`config.mk`:
```
export PLATFORM = sky130hd
export DESIGN_NAME = pipe_reg_async_rst
export DESIGN_NICKNAME = d
export VERILOG_FILES = /design/src/rtl/pipe_reg_async_rst.sv
export SDC_FILE = /design/constraint.sdc
export NUM_CORES = 1
export LEC_CHECK = 0
export BUFFER_PORTS_ARGS = -buffer_cell sky130_fd_sc_hd__buf_4
export CAP_MARGIN = 20
export CORE_UTILIZATION = 37
export CTS_CLUSTER_DIAMETER = 80
export CTS_CLUSTER_SIZE = 25
export DETAILED_ROUTE_END_ITERATION = 16
export HOLD_SLACK_MARGIN = 0.12
export SYNTH_ARGS = -nofsm -noshare
export SYNTH_HDL_FRONTEND = slang
export SYNTH_SLANG_ARGS = --single-unit
```
`constraint.sdc`:
```
create_clock -name clk -period 1.89 [get_ports clk]
set_clock_uncertainty 0.15 [all_clocks]
set_input_delay 0.2835 -clock clk [delete_from_list [all_inputs] [get_ports clk]]
set_output_delay 0.2835 -clock clk [all_outputs]
set_load 0.05 [all_outputs]
```
`src/rtl/pipe_reg_async_rst.sv`:
```
// Elastic register pipeline of DEPTH stages with a valid/ready handshake,
// a synchronous flush and an asynchronous active-high reset R.
module pipe_reg_async_rst #(
    parameter int              WIDTH     = 8,
    parameter int              DEPTH     = 3,
    parameter logic [WIDTH-1:0] RESET_VAL = '0
) (
    input  logic                       clk,
    input  logic                       R,
    input  logic                       flush,
    input  logic                       in_valid,
    input  logic [WIDTH-1:0]           in_data,
    output logic                       in_ready,
    output logic                       out_valid,
    output logic [WIDTH-1:0]           out_data,
    input  logic                       out_ready,
    output logic [$clog2(DEPTH+1)-1:0] count
);

    localparam int CW = $clog2(DEPTH + 1);

    logic [DEPTH-1:0] v_reg;
    logic [WIDTH-1:0] d_reg [DEPTH];
    logic [CW-1:0]    count_reg;

    logic [DEPTH-1:0] rdy;
    logic [DEPTH-1:0] v_in;
    logic [WIDTH-1:0] d_in [DEPTH];
    logic             push;
    logic             pop;

    // A stage may load when it is empty or everything downstream of it moves.
    always_comb begin
        rdy            = '0;
        rdy[DEPTH-1]   = !v_reg[DEPTH-1] | out_ready;
        for (int i = DEPTH - 2; i >= 0; i--) begin
            rdy[i] = !v_reg[i] | rdy[i+1];
        end
    end

    genvar gi;
    generate
        for (gi = 0; gi < DEPTH; gi++) begin : g_stage_in
            if (gi == 0) begin : g_first
                assign v_in[gi] = in_valid;
                assign d_in[gi] = in_data;
            end else begin : g_chain
                assign v_in[gi] = v_reg[gi-1];
                assign d_in[gi] = d_reg[gi-1];
            end
        end
    endgenerate

    assign in_ready  = rdy[0] & !flush;
    assign push      = in_valid & in_ready;
    assign pop       = v_reg[DEPTH-1] & out_ready;

    always_ff @(posedge clk or posedge R) begin
        if (R) begin
            v_reg     <= '0;
            count_reg <= '0;
            for (int i = 0; i < DEPTH; i++) begin
                d_reg[i] <= RESET_VAL;
            end
        end else if (flush) begin
            v_reg     <= '0;
            count_reg <= '0;
            for (int i = 0; i < DEPTH; i++) begin
                d_reg[i] <= RESET_VAL;
            end
        end else begin
            for (int i = 0; i < DEPTH; i++) begin
                if (rdy[i]) begin
                    v_reg[i] <= v_in[i];
                    // Bubbles keep the old data so idle stages do not toggle.
                    if (v_in[i]) begin
                        d_reg[i] <= d_in[i];
                    end
                end
            end
            case ({push, pop})
                2'b10:   count_reg <= count_reg + CW'(1);
                2'b01:   count_reg <= count_reg - CW'(1);
                default: count_reg <= count_reg;
            endcase
        end
    end

    assign out_valid = v_reg[DEPTH-1];
    assign out_data  = d_reg[DEPTH-1];
    assign count     = count_reg;

endmodule

```
==> summary by stage, run 1 <==
Outcome
The flow ran to the end, and the final reports show no timing, DRC or antenna violations.

Clocking
For this design, the CTS-stage hold fixing added 11 buffers. In this run the clock root is driven by a clkbuf_4. Counting the buffers created by CTS gives 5. TritonCTS built the clock tree. The post-CTS setup buffer count is 0. The total number of H-tree levels is 2.

The longest clock path from root to sink contains 2 buffers. After clock tree synthesis, the clock-pin slew on the worst setup and hold paths is around 0.090 ns. The clock insertion delay at the later pin of the skew report is about 0.32 ns. Once the clock tree was built, the resizer swapped 0 gates to a different size.

The total number of clock tree sinks is 29.

Timing
Setup repair after global routing left no endpoint under its margin. The max-slew violation count is 0. In the finished design, the share of the clock period the worst path needs comes to 0.942.

The final critical delay including setup and external delays is around 1.8 ns. Headroom to the max-slew limit came out at 0.589. The number of endpoints with negative hold slack in the final report came to 0.

Final hold analysis gives a worst-case slack of 0.169 ns. The fmax is roughly 560 MHz. The actual slew at the worst max-slew pin is between 0.6 and 0.7 ns. Setup total negative slack on the finished layout was measured at 0 ns.

The number of failing setup endpoints in the final timing report is 0.

Synthesis
After synthesis, the share of flip-flops with an asynchronous set or reset is 1.00. The synthesized netlist cell count is between 90 and 100. In the post-synthesis netlist, the biggest area contributors are dfrtp_1 62%, mux2i_1 7.7%, a22o_2 6.8%. The number of distinct library cells after synthesis is 20. The fraction of post-synthesis cell area in the top cell type by area is 0.619. The number of storage elements in the synthesis netlist is 29. The share of the Yosys chip area taken by registers is 0.619. The number of enable-type register cells in the synthesized netlist is 0. The synthesized netlist net count is around 110. Sorting the synthesized cells by how often they occur yields 29 x dfrtp_1, 17 x nor2_1, 9 x mux2i_1. For this run, the number of Yosys warnings is 0. The dominant synthesized flop cell is dfrtp_1.

The most numerous cell in the Yosys netlist is dfrtp_1. After synthesis the cells add up to about 1200 µm². The average footprint of a synthesized cell is between 10 and 15 µm². The cell accounting for the most synthesized area is dfrtp_1.

Critical path
The highest fanout seen on the critical path is 19. The required time at the endpoint of the critical path is between 1 and 1.5 ns. The worst path arrival time is around 1.4 ns. The most prevalent standard cell on the critical path is buf_4. The slowest cell on the critical path is dlygate4sd3_1. The critical path class is input pin to output pin.

The worst setup path is captured at an output pin. STA classifies the critical path startpoint as an input pin. The critical path goes through dlygate4sd3_1, buf_4, nor2_1, buf_4. The biggest cell delay along the critical path is around 0.53 ns.

Power and ir drop
In this run the power density over the cells is 774 nW/µm². The leakage power is around 0.83 nW. The largest voltage drop on the vdd net is ~290 µV.

The share of total power dissipated in sequential elements is 0.528. The analysis attributes to net switching a power of 313 µW. The total power draw is about 1.2 mW.

The switching fraction of total power is 0.251. The clock network fraction of design power is 0.349. Internal power comes to around 930 µW. The share of total power dissipated in combinational logic is 0.123.

Die
The die boundary width is just under 60 µm. The area of the die is 3400 µm². The area of the core region is 3030 µm².

The floorplan has 20 rows. The initial utilization of the core area, before any placement, comes to 0.387. For this design the top-level I/O count stands at 25. The vertical die dimension is slightly below 60 µm.

Place
Summing all placed instances gives a cell area of 1430 µm². The count of buffers added on input and output ports is 24. The last weighted congestion value of the routability-driven placer is between 0.7 and 0.8. The detailed placement HPWL is 1.46 mm.

The total placed cells including tap cells is roughly 160.

GRT
The total overflow reported by the global router is 0. The initial antenna violation count is 0. Entering global routing, the biggest net connects 30 pins. The number of global-route vias before repair is 805. The all-layer global routing usage is 0.152. The first global-routing pass estimated 3.75 mm of wire.

Route
For this block, the routed nets add up to roughly 2.2 mm of wire. The DRC marker count from the first detailed-route iteration is 23. Before antenna repair, the detailed router went through 6 iterations. In the routed design, unresolved DRC markers number 0.

Using the TritonRoute via totals, the vias-per-cell ratio works out to ~4.6. The routed layout has 834 vias. The remaining antenna violation count is 0.

After detailed routing, the average wire length per cell comes to between 10 and 15 µm.

Layout
For this run, the post-layout net count is 148. The finished cells cover 1610 µm². The number of antenna repair diodes is 0. Of the cells placed in the final design, the portion with a size suffix greater than 1 is 0.346. Once layout is complete, the cells apart from fillers number 180. The area added between synthesis and finish is 37.0%. The register with the most flip-flops in the layout has 16 of them.

Worst hold path
The class of the worst hold path is input pin to flip-flop.

Job
The max-capacitance violation count is 0.
## per-stage QoR
stage,utilization,worst slack (ns)
CTS,0.531,0.0997
finish,0.531,0.109
floorplan,-,-0.0362
global route,0.531,0.0666
detailed placement,0.471,0.217
global placement,0.471,0.220
## layout by cell type (no fill, tap or decap), types with 3 or more instances in the layout
cell and n:
a21oi_1 3, a22o_1 8, a22o_2 8, buf_4 28
clkbuf_4 5, dfrtp_1 28, dlygate4sd3_1 11, mux2i_1 9
nor2_1 17
## power by group through the flow
| stage | sequential (mW) | clock, mW | combinational (mW) |
|---|---|---|---|
| floorplan | 0.684 | 0 | 0.0692 |
| global placement | 0.669 | 0 | 0.134 |
| detailed placement | 0.669 | 0 | 0.137 |
| CTS | 0.657 | 0.447 | 0.155 |
| global route | 0.661 | 0.471 | 0.166 |
| finish | 0.657 | 0.434 | 0.153 |
## path summary, 6_finish.rpt
path,startpoint,depth (start not counted),slack (ns),end
max reg2reg,v_reg[1],4,0.21,count[1]
min in group asynchronous,R,4,0.43,out_data[2]
max in group asynchronous,R,4,0.87,v_reg[2]
min reg2reg,d_in[11],1,0.36,d_in[3]
min,out_ready,3,0.17,v_reg[1]
max,flush,4,0.11,in_ready
## routing by layer
| layer | GRT usage | vias to the layer above | share of wire |
|---|---|---|---|
| li1 | - | 413 | - |
| met1 | 0.209 | 392 | 0.52 |
| met2 | 0.210 | 22 | 0.42 |
| met3 | 0.0593 | 7 | 0.047 |
| met4 | 0.0714 | 0 | 0.019 |
| met5 | 0 | - | 0 |
## worst max-delay path, delay by kind of cell
| family | cells | cell delay (ns) |
|---|---|---|
| simple gates | 1 | 0.12 |
| buf+inv | 3 | 0.94 |
## kinds of logic (layout without fill, tap and decap cells)
logic type / count (synthesis) / count (layout) / synth area share
xor gates and xnor gates: 2 / 2 / 0.0149
buffers and inverters: 5 / 49 / 0.0171
AOI/OAI and AO/OA: 19 / 19 / 0.141
and+or+nand+nor: 27 / 27 / 0.122
muxes: 10 / 10 / 0.0864
DFF: 29 / 29 / 0.619
## final cells by class
cell class,count,area (µm²)
inverter,2,7.51
sequential,29,727
clock buffer,7,65.1
clock inverter,1,5.00
multi-input combinational,58,427
timing repair buffer,39,320
fill,279,1420
tap,44,55.1
Note: power is estimated with default switching activity, not from simulation.
==> run 2, diff against run 1 <==
CORE_ASPECT_RATIO = 1.75   (was not set)
==> run 2 against run 1 <==
Net effect:
- fmax grew 5.5%
- largest cell class unchanged
- clock power grew 11%
- highest routed layer unchanged
- sequential cell count is the same
- wire length grew 1.4%
- via count grew 1.8%
- critical path type is now flip-flop to flip-flop
- setup slack gained 0.093 ns
- global-route usage grew 0.098 points
- die area grew 0.26%
- worst hold slack gained 0.0031 ns
- combinational power is essentially flat
- sequential power is essentially flat
==> summary by stage, run 2 (synthesis gave the netlist of run 1 again) <==
Timing
The worst slew margin relative to its limit is 0.679. The final critical delay including setup and external delays is roughly 1.7 ns. The number of endpoints with negative hold slack in the final report is 0. The fmax is 592 MHz. Hold timing on the final database bottoms out at a slack of about 0.17 ns.

The final worst-path setup slack is roughly 0.2 ns. The number of failing setup endpoints in the final timing report is 0. Setup repair after global routing left no endpoint under its margin. The actual slew at the worst max-slew pin is roughly 0.48 ns. The max-slew violation count came to 0.

The period utilization is 0.893.

Die
For this configuration, the core starts out at a cell density of 0.396. The die boundary width is ~45 µm. The area of the core region is 2960 µm². The vertical die dimension is 76.5 µm. The die covers 3410 µm².

The floorplan has 26 rows. 25 I/O pins were placed.

Place
At the end of routability-driven placement, the weighted congestion stood at about 0.77. Prior to clock tree synthesis, the placed netlist has a worst setup slack of approximately 0.21 ns. Summed over all nets, the half-perimeter wirelength after detailed placement is around 1.6 mm. The count of port buffers added during placement is 24.

Critical path
The reg2reg setup slack is a little over 0.2 ns. The kind of end point of the critical path is a flip-flop. Of all nets on the critical path, the largest fanout is 5. The critical path class is flip-flop to flip-flop.

The largest single stage delay on the critical path is roughly 0.42 ns. Walking the worst path, the cells encountered are and4b_4, nor3b_4, mux2i_1, mux2_1. For the worst setup path, the data arrival time is between 1.5 and 2 ns. The startpoint type of the worst setup path is a flip-flop.

The required time at the endpoint of the critical path is about 1.9 ns. The slowest cell on the critical path is dfrtp_1. The worst register-to-register path has a depth of 4.

GRT
The number of global-route vias before repair is between 800 and 900. The total overflow reported by the global router is 0. The global-route wire length before repair is ~3.8 mm. The initial antenna violation count came to 0.

The all-layer global routing usage is 0.153. Entering global routing, the biggest net connects 30 pins.

Route
After the first detailed-routing iteration, the DRC count stood at 17. The number of iterations in the first detailed-routing pass is 4. For this run, design rule violations remaining after detail routing come to 0. The routed design has ~2.2 mm of wire. The total vias in the final route is 849. The remaining antenna violation count is 0. Using the TritonRoute via totals, the vias-per-cell ratio works out to roughly 4.8. The detail-routed net length per standard cell is around 12 µm.

Clocking
The number of clock buffers added by TritonCTS is 5. After clock tree synthesis, the clock-pin slew on the worst setup and hold paths is roughly 0.060 ns. The maximum root-to-sink buffer count is 2. The post-CTS setup buffer count is 0. The total number of H-tree levels is 2. CTS saw 29 sinks. The root buffer cell is clkbuf_8. For this design, the CTS-stage hold fixing added 10 buffers.

After clock tree synthesis, the repair step resized 0 gates. Clock latency on the worst-skew pair, taken at its later pin, is 0.27 ns. TritonCTS built the clock tree.

Layout
For this run, the share of the core covered by cells in the final layout is 0.546. The number of antenna diodes in the final layout is 0. In the final layout, the share of cells above drive strength 1 is 0.353. The leading cell type in the layout, fill and taps excluded is buf_4.

The total of fill cells in the finished design is ~280. The library cells used most frequently in the layout, excluding fill and tap cells, are 29 x buf_4, 28 x dfrtp_1, 17 x nor2_1. The register with the most flip-flops in the layout has 16 of them. The area growth from synthesis to layout is 38.0%. For this run, the post-layout net count is 148.

Outcome
The flow ran to the end, and the final reports show no timing, DRC or antenna violations.

Power and ir drop
The power density relative to cell area is around 800 nW/µm². In this run the static leakage power is 0.837 nW. The total power draw is 1.29 mW. The largest voltage drop on the vdd net is between 600 and 700 µV.

Worst hold path
The cell depth of the worst hold path is 2. The tightest min-delay check is of the input pin to flip-flop type.

Job
The max-capacitance violation count is 0.
run 2: changes by cell type in the layout (fill, tap and decap cells not counted):
cell	previous run	this run
clkbuf_4	5	0
clkbuf_8	2	5
buf_4	28	29
clkinv_2	1	2
clkinvlp_4	0	1
dlygate4sd3_1	11	10
run 2: layout make-up:
type                    instances  area [µm²]  area share
flip-flops and latches         29         727       0.449
multi-input cells              58         427       0.264
repair buffers                 39         318       0.196
clock buffers                   5        68.8      0.0425
well taps                      42        52.6      0.0325
clock inverters                 3        17.5      0.0108
inverters                       2        7.51     0.00464
run 2: layer usage:
layer / routed length (µm) / up-vias / part of all wire / global-route usage
met1: 924 / 415 / 0.42 / 0.187
met5: 0 / - / 0 / 0
li1: - / 411 / - / -
met4: 51 / 0 / 0.023 / 0.0818
met2: 1150 / 18 / 0.52 / 0.232
met3: 78 / 5 / 0.035 / 0.0498
run 2: power by group:
group / total (mW) / switching (mW) / internal (mW)
Sequential: 0.658 / 0.0159 / 0.642
Combinational: 0.153 / 0.0781 / 0.0749
Clock: 0.481 / 0.228 / 0.253
run 2: per-stage QoR:
stage               cells  TNS (ns)  instance area (µm²)
floorplan              92   -0.0362                 1170
global placement      160         0                 1430
detailed placement    160         0                 1430
CTS                   178         0                 1620
global route          178         0                 1620
finish                178         0                 1620
run 2: worst paths after layout:
path                           from       end
setup reg to reg           v_reg[0]  count[1]
hold / removal                flush  count[0]
hold reg to reg            d_in[14]   d_in[6]
setup / recovery           v_reg[0]  count[1]
min in group asynchronous         R  count[1]
max in group asynchronous         R  v_reg[2]
run 2: worst max-delay path, delay by kind of cell (launching register included):
kind / cells / cell delay, ns
flops: 1 / 0.42
mux: 2 / 0.56
simple gates: 2 / 0.44
